`config.mk`:
```
export PLATFORM = sky130hd
export DESIGN_NAME = ls169a_updown
export DESIGN_NICKNAME = d
export VERILOG_FILES = /design/src/rtl/ls_cnt_pkg.sv /design/src/rtl/ls_tc_detect.sv /design/src/rtl/ls169a_updown.sv
export SDC_FILE = /design/constraint.sdc
export NUM_CORES = 1
export LEC_CHECK = 0
export ABC_CLOCK_PERIOD_IN_PS = 4350
export BUFFER_PORTS_ARGS = -buffer_cell sky130_fd_sc_hd__clkbuf_2
export CORE_AREA = 2 2 39 41
export CTS_CLUSTER_DIAMETER = 40
export CTS_CLUSTER_SIZE = 16
export DETAILED_ROUTE_END_ITERATION = 8
export DIE_AREA = 0 0 41 43
export GPL_ROUTABILITY_DRIVEN = 0
export SYNTH_ARGS = -nofsm -noshare
export SYNTH_HDL_FRONTEND = slang
export SYNTH_SLANG_ARGS = --single-unit
```
`constraint.sdc`:
```
create_clock -name CLK -period 4.35 [get_ports CLK]
set_input_delay 0.87 -clock CLK [delete_from_list [all_inputs] [get_ports CLK]]
set_output_delay 0.87 -clock CLK [all_outputs]
set_load 0.02 [all_outputs]
```
`src/rtl/ls_cnt_pkg.sv`:
```
// Shared constants and helpers for the ls16x counter family.
package ls_cnt_pkg;

  localparam int   CNT_W_DEFAULT = 4;
  localparam logic DIR_UP        = 1'b1;
  localparam logic DIR_DN        = 1'b0;

  // Terminal value: all ones when counting up, zero when counting down.
  function automatic logic [31:0] tc_value(input int width, input logic up);
    return (up == DIR_UP) ? (32'hFFFF_FFFF >> (32 - width)) : 32'd0;
  endfunction

endpackage

```
`src/rtl/ls_tc_detect.sv`:
```
// Terminal-count compare feeding the registered ripple carry/borrow.
// Purely combinational, no flow control; the caller registers the result.
module ls_tc_detect
  import ls_cnt_pkg::*;
#(
  parameter int WIDTH = CNT_W_DEFAULT
) (
  input  logic [WIDTH-1:0] Q,
  input  logic             UP,
  input  logic             ENT,
  output logic             RCO_d
);

  logic [WIDTH-1:0] tc;

  assign tc    = WIDTH'(tc_value(WIDTH, UP));
  assign RCO_d = ENT && (Q == tc);

endmodule

```
`src/rtl/ls169a_updown.sv`:
```
// Synchronous up/down counter with parallel load and registered ripple carry/borrow.
// Load/count take effect on the sampling edge; RCO lags the terminal Q by one edge.
module ls169a_updown
  import ls_cnt_pkg::*;
#(
  parameter int WIDTH = CNT_W_DEFAULT
) (
  input  logic             CLK,
  input  logic             CLR_n,
  input  logic [WIDTH-1:0] D,
  input  logic             LOAD_n,
  input  logic             ENP,
  input  logic             ENT,
  input  logic             UP,
  output logic [WIDTH-1:0] Q,
  output logic             RCO
);

  localparam logic [WIDTH-1:0] ONE = WIDTH'(1);

  logic rco_d;

  // Compare uses the pre-edge count so the carry timing matches the up-only part.
  ls_tc_detect #(.WIDTH(WIDTH)) u_tc (
    .Q     (Q),
    .UP    (UP),
    .ENT   (ENT),
    .RCO_d (rco_d)
  );

  always_ff @(posedge CLK or negedge CLR_n) begin
    if (!CLR_n) begin
      Q   <= '0;
      RCO <= 1'b0;
    end else begin
      RCO <= rco_d;
      if (!LOAD_n) begin
        Q <= D;
      end else if (ENP && ENT) begin
        Q <= (UP == DIR_UP) ? (Q + ONE) : (Q - ONE);
      end
    end
  end

endmodule

```
Word-level counts from Yosys, hierarchy flattened --
Cells that the tools add are included.
Storage, ports and cells: input port bits 10, output and inout bits 5, flip-flop bits (word level) 5, logic and storage cells 12
Cells by class: $add $sub $neg 2, equality and inequality tests 2, reduce and logical (&&, ||, !) cells 2, multiplexer cells 4
Operators by type and width (count):
- 4-bit 2-to-1 mux | 4
- 4-bit by 1-bit adder with 4-bit output, second input constant | 1
- 4-bit == test | 1
- 4-bit by 1-bit subtractor with 4-bit output, second input constant | 1
- 1-bit logical AND | 2
- 2-bit by 1-bit inequality test with 1-bit output, second input constant | 1

Logic depth before layout (Yosys ltp) --
Gate-level depths: netlist of the first run.
depth in word-level cells 4, depth in mapped cells 6, depth with buffers taken out 6

Modules after synthesis --
A second synthesis of the first run with hierarchy kept.
Second synthesis, totals: cell total of the unflattened synthesis 38, area, all modules 360.3 um^2
Modules (own cells, without submodules):
- ls169a_updown | sequential area each 125.1 um^2, area each 330.3 um^2, times used 1, cells an instance 33
- ls_tc_detect | sequential area each 0.0 um^2, area each 30.0 um^2, times used 1, cells an instance 5

Worst setup path before layout of the first run --
Ideal clock, no wire load.
path type input port to flip-flop, from input UP, to register Q[3], setup time 0.069 ns, path buffers 0, stages 6, arrival time 1.863 ns, data required time 4.281 ns, slack 2.418 ns, cells stage by stage inv_1 ha_1 a21oi_1 a2111oi_0 a41oi_1 nand3_1
Between the ends: longest elaborated chain between the ends 3
Ends and longest elaborated chain:
- start, declared | RTL line ls169a_updown.sv:14 | input logic UP,
- 4-bit 2-to-1 mux | RTL line ls169a_updown.sv:40 | Q <= (UP == DIR_UP) ? (Q + ONE) : (Q - ONE);
- 4-bit 2-to-1 mux | RTL line ls169a_updown.sv:39 | end else if (ENP && ENT) begin
- 4-bit 2-to-1 mux | RTL line ls169a_updown.sv:37 | if (!LOAD_n) begin
- end signal, assigned | RTL line ls169a_updown.sv:40
- end, declared | RTL line ls169a_updown.sv:15 | output logic [WIDTH-1:0] Q,
No other way between the ends. The select of a mux whose other input is x is not followed. A chain may end at the register's enable or synchronous reset.

Worst setup path after layout of the first run --
Same ends and word-level chain as after synthesis.

==> impl_summary.md, run 1 <==
Finish
At the end of the flow the core is filled with cells to 33.27%. The area growth from synthesis to layout is 30.96%. The number of filler cells placed in the layout is 158. At the end of the flow, the number of nets in the layout was 68. The number of antenna diodes in the final layout is 0. The fraction of layout instances using a drive strength above 1 is 37.04%.

Placement
The quantity of I/O buffers inserted on ports is 14. The half-perimeter wire length after placement is 596.6 um.

Yosys
Synthesis handed over a netlist of 37 instances. By area the synthesized netlist is led by sky130_fd_sc_hd__dfrtp_1 36%, sky130_fd_sc_hd__ha_1 7.1%, sky130_fd_sc_hd__nand3_1 7.1%. The register area share after synthesis is 35.59%. Each instance of the synthesized netlist takes up on average 9.502 um^2. The synthesized netlist contains 22 unique library cells. The post-synthesis net count is 50.

The synthesized design contains 5 register bits. The total of warnings raised by yosys is 0. sky130_fd_sc_hd__dfrtp_1 takes more of the synthesized area than any other cell.

The top cell type by area accounts for 35.59% of the synthesized area. The post-synth design cell area is 351.6 um^2.

Clock tree
The root buffer cell chosen for the clock tree is sky130_fd_sc_hd__clkbuf_4. The total of hold buffers inserted after clock tree synthesis is 0. In this run, CTS created clock tree buffers numbering 3. The buffer depth of the longest clock path is 2. Clock-pin slew was measured on the worst setup and hold paths at 0.04 ns.

After clock tree synthesis, the setup repair step added 0 buffers. The later pin in the worst-skew pair is clocked with a latency of 0.24 ns. Counting every sink on the clock net gives 5. In this run the number of H-tree levels came out at 1. The clock tree from TritonCTS is built. The count of instances resized after the clock tree is built is 0.

Floorplan
The height of the die is 43 um. The cell row count is 14. The floorplan core area is 1384 um^2. The full die area is 1763 um^2. The I/O pin total is 15.

The initial utilization of the core area, before any placement, comes to 25.41%. The die is 41 um wide.

Detailed routing
The count of nets left with antenna violations once routing finished came out at 0. The number of iterations in the first detailed-routing pass is 1. The initial DRC count is 0.

The detailed-route wire length per cell is 10.40 um. Summed over all layers, the routed wires come to 728 um. Across all layers, the routed design uses 333 vias. Using the TritonRoute via totals, the vias-per-cell ratio works out to 4.757. In the routed design, unresolved DRC markers number 0.

STA
Setup repair after global routing left no endpoint under its margin. The post-route clock skew is 0.0007759 ns. The count of pins over their slew limit is 0. For the final routed database, the setup TNS stands at 0 ns. The worst-margin pin slew is 0.3836 ns. After layout, the worst path uses 45.55% of the clock period. Measured against its own limit, the worst slew margin works out to 73.77%. Across all hold checks on the routed design, the worst slack comes to 0.4410 ns. The smallest clock period supported by the final layout is computed as 1.981 ns. The number of setup violations in the final report is 0. The final hold violation count is 0. The highest clock rate is 504.7 MHz.

Setup path
Along the worst path, the maximum fanout reaches 6. The worst register-to-register path has a depth of 4. The kind of critical path is primary input to flop. The reg-to-reg critical path startpoint is Q[0]. STA puts the critical path data required time at 4.52 ns. The flop-to-flop setup slack is 2.83 ns. STA classifies the critical path startpoint as a primary input. At the worst endpoint, the arrival time is 2.15 ns.

In this run the critical register-to-register path is captured at Q[2]. The nature of the critical path endpoint is a flop.

Global route
The first-pass GRT wire length is 1.248 mm. In the global route stage, met1 resource usage came out at 13.62%. The via count of the first global-routing pass is 312.

The maximum number of pins on one net before global-route repair is 12. The met2 layer usage reported by global route is 14.69%. The busiest metal layer after global routing is met2. The initial antenna violation count was 0. Global routing used 11.05% of the available tracks across all layers. Summed over all layers, the global routing overflow is 0.

Global routing consumed, on the met3 layer, 3.141% of the routing resources.

Power and ir drop
The overall power is 163.3 uW. For this design the ratio of total power to cell area is 354.6 nW/um^2. Summed over all cells, the static leakage comes to 0.0002223 uW. The worst voltage drop across the vdd grid is 0.1369 mV.

Min path
The tightest min-delay check is of the primary input to async pin type.

Status
The run finished with clean final reports.

Run
The max-cap violation count is 0.
==> stage by stage <==
| step | area [um^2] | setup WS (ns) | instances |
|---|---|---|---|
| global route | 460.4 | 2.256 | 70 |
| finish | 460.4 | 2.369 | 70 |
| floorplan | 351.6 | 2.418 | 37 |
| detailed placement | 434.2 | 2.107 | 66 |
| CTS | 460.4 | 2.357 | 70 |
| global placement | 434.2 | 2.169 | 66 |
==> critical path: stages <==
cell and delay [ns]:
sky130_fd_sc_hd__clkbuf_2 0.13, sky130_fd_sc_hd__inv_1 0.10, sky130_fd_sc_hd__ha_1 0.36, sky130_fd_sc_hd__a21oi_1 0.10
sky130_fd_sc_hd__a2111oi_0 0.43, sky130_fd_sc_hd__a41oi_1 0.08, sky130_fd_sc_hd__nand3_1 0.09
==> Yosys cell counts <==
library cell	count
sky130_fd_sc_hd__a21oi_1	4
sky130_fd_sc_hd__nor2_1	2
sky130_fd_sc_hd__inv_1	1
sky130_fd_sc_hd__a31oi_1	1
sky130_fd_sc_hd__xor2_1	1
sky130_fd_sc_hd__or3_1	1
sky130_fd_sc_hd__dfrtp_1	5
sky130_fd_sc_hd__mux2i_1	1
sky130_fd_sc_hd__xnor2_1	1
sky130_fd_sc_hd__a21o_1	1
sky130_fd_sc_hd__o21ai_0	1
sky130_fd_sc_hd__a41oi_1	1
sky130_fd_sc_hd__nand3_1	5
sky130_fd_sc_hd__fa_1	1
sky130_fd_sc_hd__buf_4	1
sky130_fd_sc_hd__mux2_2	1
sky130_fd_sc_hd__and2b_2	1
sky130_fd_sc_hd__or4b_1	1
sky130_fd_sc_hd__a2111oi_0	1
sky130_fd_sc_hd__nand2_1	3
sky130_fd_sc_hd__ha_1	2
sky130_fd_sc_hd__nand2_2	1
==> cell families (layout without fill, tap and decap cells) <==
kind of cell	after synthesis	after routing	share of synthesized area, %
compound gates	9	9	16.02
xor+xnor	2	2	4.983
fa+ha+maj	3	3	12.81
buf+inv	2	19	3.203
flops	5	5	35.59
mux	2	2	6.050
simple gates	14	14	21.35
==> report_power, final <==
group / total (uW) / internal [uW] / switching, uW
sequential: 61.1 / 52.6 / 8.55
clock: 52.4 / 34.6 / 17.8
combinational: 49.7 / 22.0 / 27.7
==> worst max-delay path by stage <==
stage | from | end | cells past startpoint | slack [ns]
global placement | UP | Q[3] | 7 | 2.17
global route | UP | Q[3] | 7 | 2.26
floorplan | UP | Q[3] | 6 | 2.42
CTS | UP | Q[3] | 7 | 2.36
finish | UP | Q[3] | 7 | 2.37
detailed placement | UP | Q[3] | 7 | 2.11
==> layer usage <==
metal | up-vias | wire (um)
met3 | 2 | 34
met2 | 4 | 389
li1 | 170 | -
met1 | 157 | 289
met4 | 0 | 14
met5 | - | 0
==> registers in the layout, summed over array words and instances, names as in the netlist <==
signal  count
Q           4
RCO         1
==> cell type report <==
cell class / count / area [um^2] / area share (%)
Clock buffer: 4 / 26.28 / 5.707
Inverter: 1 / 3.754 / 0.8152
Multi-Input combinational cell: 30 / 215.2 / 46.74
Sequential cell: 5 / 125.1 / 27.17
Tap cell: 16 / 20.02 / 4.348
Timing Repair Buffer: 14 / 70.07 / 15.22
==> cells in the final DEF, fill, tap and decap left out <==
master and n:
sky130_fd_sc_hd__xor2_1 1, sky130_fd_sc_hd__mux2_2 1, sky130_fd_sc_hd__nor2_1 2, sky130_fd_sc_hd__mux2i_1 1
sky130_fd_sc_hd__and2b_2 1, sky130_fd_sc_hd__xnor2_1 1, sky130_fd_sc_hd__nand2_2 1, sky130_fd_sc_hd__a31oi_1 1
sky130_fd_sc_hd__or3_1 1, sky130_fd_sc_hd__o21ai_0 1, sky130_fd_sc_hd__fa_1 1, sky130_fd_sc_hd__nand2_1 3
sky130_fd_sc_hd__or4b_1 1, sky130_fd_sc_hd__ha_1 2, sky130_fd_sc_hd__a41oi_1 1, sky130_fd_sc_hd__inv_1 1
sky130_fd_sc_hd__a21oi_1 4, sky130_fd_sc_hd__nand3_1 5, sky130_fd_sc_hd__a2111oi_0 1, sky130_fd_sc_hd__clkbuf_1 1
sky130_fd_sc_hd__clkbuf_4 3, sky130_fd_sc_hd__dfrtp_1 5, sky130_fd_sc_hd__a21o_1 1, sky130_fd_sc_hd__clkbuf_2 14
No activity file was read; power rests on OpenSTA's default activity.
==> run 2, diff against run 1 <==
--- a/config.mk
+++ b/config.mk
@@ -5,7 +5,7 @@
 export SDC_FILE = /design/constraint.sdc
 export NUM_CORES = 1
 export LEC_CHECK = 0
-export ABC_CLOCK_PERIOD_IN_PS = 4350
+export ABC_CLOCK_PERIOD_IN_PS = 1900
 export BUFFER_PORTS_ARGS = -buffer_cell sky130_fd_sc_hd__clkbuf_2
 export CORE_AREA = 2 2 39 41
 export CTS_CLUSTER_DIAMETER = 40
==> constraint.sdc (replaced) <==
create_clock -name CLK -period 1.9 [get_ports CLK]
set_input_delay 0.38 -clock CLK [delete_from_list [all_inputs] [get_ports CLK]]
set_output_delay 0.38 -clock CLK [all_outputs]
set_load 0.02 [all_outputs]
==> run 2 against run 1 <==
Flip-flop and latch count stayed put; global-route usage increased by 0.18 points; worst setup slack lost 2.0 ns; power rose by 130%; clock power increased by 130%; hold slack lost 0.062 ns; sequential share of layout area down 0.58 points; cell count increased by 1.4%; combinational power is 140% higher; clock skew up 0.0047 ns; critical endpoint unchanged; critical path depth stayed put; sequential power grew 130%.
==> impl_summary.md, run 2 (same netlist as run 1, synthesis figures left out) <==
Status
The run finished with clean final reports.

Global route
The total routing usage reported by global routing was 11.23% (+0.18 points). The first-pass GRT wire length is 1.317 mm (+5.5%). The initial antenna violation count is 0 (unchanged). The overall overflow remaining after global route is 0 (unchanged). The via count of the first global-routing pass is 315 (+0.96%). The maximum number of pins on one net before global-route repair is 12 (unchanged).

Setup path
The nature of the critical path endpoint is a flop. The kind of critical path is primary input to flop. The slowest stage of the critical path is the sky130_fd_sc_hd__a2111oi_0 cell. Walking the worst path, the cells encountered are clkbuf_2, inv_1, ha_1, a21oi_1, a2111oi_0, a41oi_1, nand3_1. The worst setup path is launched from a primary input. The required time of the critical path came to 2.07 ns (-2.45 ns). The data arrival time of the critical path came to 1.69 ns (-0.46 ns). The largest driver fanout on the critical path was 6 (unchanged). The delay contributed by the slowest stage of the critical path is 0.43 ns (about the same).

Power and ir drop
The overall power is 379.7 uW (+130%). The ratio of total power to cell area came to 807.1 nW/um^2 (+130%). The clock share of power came to 32.0% (about the same).

The switching fraction of total power is 33.66% (+0.54 points). The register share of total power is 36.9% (-0.5 points). The worst voltage drop across the vdd grid came to 0.4073 mV (+200%). The combinational fraction of design power is 31.2% (+0.8 points). The net switching power figure is 127.8 uW (+140%). The leakage power is 0.0002265 uW (+1.9%). The internal power of the cells is 251.9 uW (+130%).

Clock tree
The count of instances resized after the clock tree is built is 0 (unchanged). TritonCTS built the clock tree. The buffer depth of the longest clock path is 2 (unchanged). The number of H-tree branching levels was 1 (unchanged). The CTS buffer count was 3 (unchanged). The sink count of the clock tree is 5 (unchanged). The clock edge transition at the registers on the reported setup and hold paths is 0.05 ns (about the same). The insertion delay to the later sink of the worst-skew pair was 0.24 ns (about the same).

In this run the clock root is driven by a sky130_fd_sc_hd__clkbuf_4.

Detailed routing
The number of iterations in the first detailed-routing pass is 4 (+3). The detailed-route wire length per cell came to 11.01 um (+5.9%). The total wire length is 782 um (+7.4%). The total via count after detailed routing was 338 (+1.5%). The via density per instance was 4.761 (about the same). The initial DRC count was 4 (+4).

The number of remaining DRC errors is 0 (unchanged). The remaining number of nets flagged by the antenna check after routing is 0 (unchanged).

Finish
The count of nets after finishing is 69 (+1.5%). The top cell types in the final layout, fill and taps aside, are 14 x sky130_fd_sc_hd__clkbuf_2, 5 x sky130_fd_sc_hd__dfrtp_1, 5 x sky130_fd_sc_hd__nand3_1. The count of antenna diodes in the layout is 0 (unchanged).

Leaving out fill and tap cells, the most frequent cell in the layout is sky130_fd_sc_hd__clkbuf_2. The largest registers in the layout are Q: 4 flops, RCO: 1 flops. From synthesis to final layout, the design area changed by 33.81%.

Ranked by flip-flop count, first place goes to Q. The number of flip-flops under the largest register name is 4 (unchanged). The fraction of layout instances using a drive strength above 1 is 36.36% (-0.67 points).

Min path
The worst hold path class is primary input to flop.

Floorplan
The full die area is 1763 um^2 (unchanged). The floorplan core area is 1384 um^2 (unchanged). The height of the die is 43 um (unchanged). The cell row count is 14 (unchanged). The width of the chip is 41 um (unchanged).

The I/O pin total was 15 (unchanged). The initial standard-cell utilization of the core is 25.41% (unchanged).

STA
The post-route clock skew is 0.005494 ns (+0.004718 ns). The final hold violation count is 0 (unchanged). The headroom to the max-slew limit came to 73.68% (-0.082 points). Setup repair after global routing left no endpoint under its margin. The worst-margin pin slew came to 0.3848 ns (+0.001192 ns). Dividing the final minimum period by the clock period gives 80.08%.

For the finished layout, the period the worst path requires is 1.521 ns. Static timing analysis puts the maximum clock frequency at 657.3 MHz. The number of setup violations in the final report was 0 (unchanged). The setup TNS after final layout was 0 ns (unchanged). The count of pins over their slew limit was 0 (unchanged).

Placement
The half-perimeter wire length after placement was 584.9 um (-2.0%). The quantity of I/O buffers inserted on ports is 14 (unchanged).

Run
The max-cap violation count came to 0 (unchanged).
==> run 2: changes by cell type in the layout (fill, tap and decap cells not counted), sizes merged <==
cell,before,now
dlygate4sd3,0,1
==> run 2: metal layers <==
layer  routed length, um  share of wire [%]  GRT usage (%)  vias to the layer above
li1                    -                  -              -                      175
met1                 350                 45          14.52                      157
met2                 401                 51          16.88                        6
met3                  29                3.7          3.141                        0
met4                   0                  0          4.667                        0
met5                   0                  0              0                        -
==> run 2: critical path, delay by kind of cell <==
kind            cells  cell delay, ns
compound gates      3            0.62
fa+ha+maj           1            0.36
simple gates        1            0.10
buf+inv             2            0.25
==> run 2: final cells by class <==
cell class | instances | area, um^2
Multi-Input combinational cell | 30 | 215.2
Tap cell | 16 | 20.02
Sequential cell | 5 | 125.1
Clock buffer | 4 | 26.28
Inverter | 1 | 3.754
Timing Repair Buffer | 15 | 80.08
Fill cell | 143 | 913.4
==> run 2: power groups by stage <==
stage                     Sequential, uW  Combinational [uW]  Clock [uW]
after global placement               141                 114           0
final                                140                 118         121
after floorplan                      155                61.9           0
after detailed placement             142                 115           0
after CTS                            140                 119         125
after global routing                 143                 131         136
==> run 2: path summary, 6_finish.rpt <==
path                       startpoint   end  slack [ns]  cells past startpoint
max                                UP  Q[3]        0.38                      7
min                              D[2]  Q[2]        0.38                      2
max reg2reg                      Q[2]  Q[3]        0.39                      5
min reg2reg                      Q[2]  Q[2]        0.64                      3
max in group asynchronous       CLR_n  Q[0]        1.27                      2
min in group asynchronous       CLR_n   RCO        0.49                      2
==> run 2: stage by stage <==
stage / hold slack (ns) / area, um^2 / setup WS (ns) / util (%) / instances
after global routing: 0.3690 / 470.5 / 0.2770 / 34.00 / 71
final: 0.3788 / 470.5 / 0.3785 / 34.00 / 71
after global placement: 0.2051 / 434.2 / 0.2280 / 31.37 / 66
after detailed placement: 0.2060 / 434.2 / 0.2007 / 31.37 / 66
after CTS: 0.3712 / 470.5 / 0.3878 / 34.00 / 71
after floorplan: 0.08441 / 351.6 / 0.3642 / - / 37
==> run 2: what timing repair did <==
| item | CTS | global route |
|---|---|---|
| setup endpoints to repair | 0 | 0 |
| setup buffers | 0 | 0 |
| endpoints found under the hold margin | 5 | 0 |
| hold buffers | 1 | 0 |
==> run 3, diff against run 2 <==
--- a/config.mk
+++ b/config.mk
@@ -5,7 +5,7 @@
 export SDC_FILE = /design/constraint.sdc
 export NUM_CORES = 1
 export LEC_CHECK = 0
-export ABC_CLOCK_PERIOD_IN_PS = 1900
+export ABC_CLOCK_PERIOD_IN_PS = 1400
 export BUFFER_PORTS_ARGS = -buffer_cell sky130_fd_sc_hd__clkbuf_2
 export CORE_AREA = 2 2 39 41
 export CTS_CLUSTER_DIAMETER = 40
==> constraint.sdc (replaced) <==
create_clock -name CLK -period 1.4 [get_ports CLK]
set_input_delay 0.28 -clock CLK [delete_from_list [all_inputs] [get_ports CLK]]
set_output_delay 0.28 -clock CLK [all_outputs]
set_load 0.02 [all_outputs]
==> run 3 against run 2 <==
Critical path depth shrank 3; clock power grew 39%; register-to-register slack lost 0.38 ns; design area grew 34%; sequential share of layout area shrank 6.2 points; clock-buffer cell count is the same; routed wire length grew 25%; via count grew 17%; highest routed layer unchanged.
==> impl_summary.md, run 3 (same netlist as run 1, synthesis figures left out) <==
Setup path
The reg-to-reg critical path startpoint is Q[1]. The required time of the critical path is 1.52 ns (-0.55 ns). The data arrival time of the critical path is 1.51 ns (-0.18 ns). The kind of critical path is flop to flop. The nature of the critical path endpoint is a flop.

The largest driver fanout on the critical path came to 3 (-3). The startpoint type of the worst setup path is a flop. The worst setup path startpoint is Q[1].

The signal on the critical path passes through fa_2, xnor2_2, o21ai_1, mux2_4. The cell with the largest stage delay on the worst path is sky130_fd_sc_hd__dfrtp_2. The delay contributed by the slowest stage of the critical path is 0.42 ns (about the same).

Clock tree
The buffer depth of the longest clock path is 2 (unchanged). TritonCTS built the clock tree. The insertion delay to the later sink of the worst-skew pair is 0.24 ns (about the same). The tree is rooted in a sky130_fd_sc_hd__clkbuf_4.

The sink count of the clock tree is 5 (unchanged). The clock edge transition at the registers on the reported setup and hold paths is 0.05 ns (about the same). The CTS buffer count is 3 (unchanged).

The number of H-tree branching levels is 1 (unchanged).

Power and ir drop
The ratio of total power to cell area came to 1023 nW/um^2 (+27%). The worst voltage drop across the vdd grid was 0.6230 mV (+53%). The leakage power is 0.0002890 uW (+28%).

Finish
The sequential cell area in the final layout was 128.9 um^2 (+3.0%). The count of antenna diodes in the layout is 0 (unchanged). The library cells used most frequently in the layout, excluding fill and tap cells, are 14 x sky130_fd_sc_hd__clkbuf_2, 10 x sky130_fd_sc_hd__buf_4, 4 x sky130_fd_sc_hd__nand3_1. The largest registers in the layout are Q: 4 flops, RCO: 1 flops. The count of nets after finishing is 80 (+16%).

The register with the most flip-flops in the final layout is Q. The library cell used most frequently in the layout, excluding fill and tap cells, is sky130_fd_sc_hd__clkbuf_2. The footprint of the multi-input gates was 286.5 um^2 (+33%). The fraction of layout instances using a drive strength above 1 was 63.64% (+27 points). The area growth from synthesis to layout is 79.72%. The final cell utilization of the core is 45.66% (+12 points).

The number of filler cells placed in the layout is 141 (-1.4%). The number of flip-flops under the largest register name is 4 (unchanged).

Floorplan
The floorplan core area is 1384 um^2 (unchanged). The height of the die came to 43 um (unchanged). The cell row count came to 14 (unchanged). The full die area was 1763 um^2 (unchanged). The initial standard-cell utilization of the core came to 25.41% (unchanged). The width of the chip is 41 um (unchanged). The I/O pin total is 15 (unchanged).

Status
The run finished with clean final reports.

Run
The max-cap violation count is 0 (unchanged).

Global route
The initial antenna violation count came to 0 (unchanged). The total routing usage reported by global routing is 12.94% (+1.7 points). The overall overflow remaining after global route is 0 (unchanged). The maximum number of pins on one net before global-route repair was 10 (-2). The first-pass GRT wire length was 1.490 mm (+13%).

The via count of the first global-routing pass is 363 (+15%).

STA
The setup TNS after final layout is 0 ns (unchanged). The count of pins over their slew limit is 0 (unchanged). The number of setup violations in the final report was 0 (unchanged).

The shortest period the worst path allows is 1.387 ns. The headroom to the max-slew limit is 82.65% (+9.0 points). The final hold violation count is 0 (unchanged). The post-route clock skew is 0.005624 ns (+0.0001306 ns). The part of the cycle the worst path needs is 99.05%. Timing would allow up to 721.1 MHz. Setup repair after global routing could not meet its margin everywhere.

The worst-margin pin slew was 0.2603 ns (-0.1245 ns).

Detailed routing
The detailed-route wire length per cell is 11.89 um (+8.0%). The total wire length was 975 um (+25%). The total via count after detailed routing is 394 (+17%). The number of iterations in the first detailed-routing pass was 4 (unchanged). The remaining number of nets flagged by the antenna check after routing is 0 (unchanged). The number of remaining DRC errors came to 0 (unchanged). The initial DRC count is 4 (unchanged). The via density per instance was 4.805 (+0.93%).

Placement
The half-perimeter wire length after placement was 786 um (+34%). The quantity of I/O buffers inserted on ports is 14 (unchanged).

Min path
In this run the most critical hold path is launched from D[1]. In this run the worst hold path is classified as primary input to flop.
[run 3: cell count changes in the layout (fill, tap and decap cells not counted), moves of 2 or more]
cell and change:
sky130_fd_sc_hd__dfrtp_2 +3, sky130_fd_sc_hd__ha_1 -2, sky130_fd_sc_hd__buf_4 +10, sky130_fd_sc_hd__dfrtp_1 -3
[run 3: cell type report]
class	count	area share (%)
Tap cell	16	3.168
Clock buffer	4	4.158
Inverter	1	0.5941
Multi-Input combinational cell	30	45.35
Sequential cell	5	20.40
Timing Repair Buffer	26	26.34
[run 3: worst paths after layout]
check,cells after the start,slack (ns),to
min,3,0.28,Q[1]
max,4,0.01,Q[2]
min in group asynchronous,2,0.39,RCO
max in group asynchronous,2,0.85,Q[0]
max reg2reg,4,0.01,Q[2]
min reg2reg,3,0.68,Q[3]
[run 3: routing by layer]
metal / GRT usage, % / share of wire (%) / vias up / wire [um]
li1: - / - / 195 / -
met1: 15.46 / 43 / 178 / 423
met2: 19.69 / 50 / 21 / 489
met3: 7.853 / 6.4 / 0 / 62
met4: 2.000 / 0 / 0 / 0
met5: 0 / 0 / - / 0
[run 3: through the flow]
stage	setup WS, ns	cells	hold WS [ns]	power [uW]	cell area [um^2]
floorplan	-0.002935	37	-0.01559	306.9	371.6
global placement	-0.1331	76	0.1042	417.2	529.3
detailed placement	-0.1364	76	0.1053	422.2	529.3
CTS	0.001232	81	0.2722	625.9	590.6
global route	-0.07068	82	0.2709	695.9	631.9
finish	0.01332	82	0.2785	646.3	631.9
[run 3: where the power goes]
group          total [uW]  internal (uW)  switching (uW)
combinational         296            154             142
clock                 168            108            60.2
sequential            182            166            16.7
total                 646            427             219
[run 3: what timing repair did]
item,in CTS,in global routing
setup buffers,0,1
gates resized for setup,6,5
endpoints found under the setup margin,2,2
hold buffers,1,0
endpoints found under the hold margin,5,0
gates cloned,0,0
pin swaps,2,4
[run 3: worst max-delay path, delay by kind of cell (launching register included)]
kind / cells / cell delay, ns
compound gates: 1 / 0.07
xor+xnor: 1 / 0.15
fa+ha+maj: 1 / 0.36
flops: 1 / 0.42
mux: 1 / 0.26
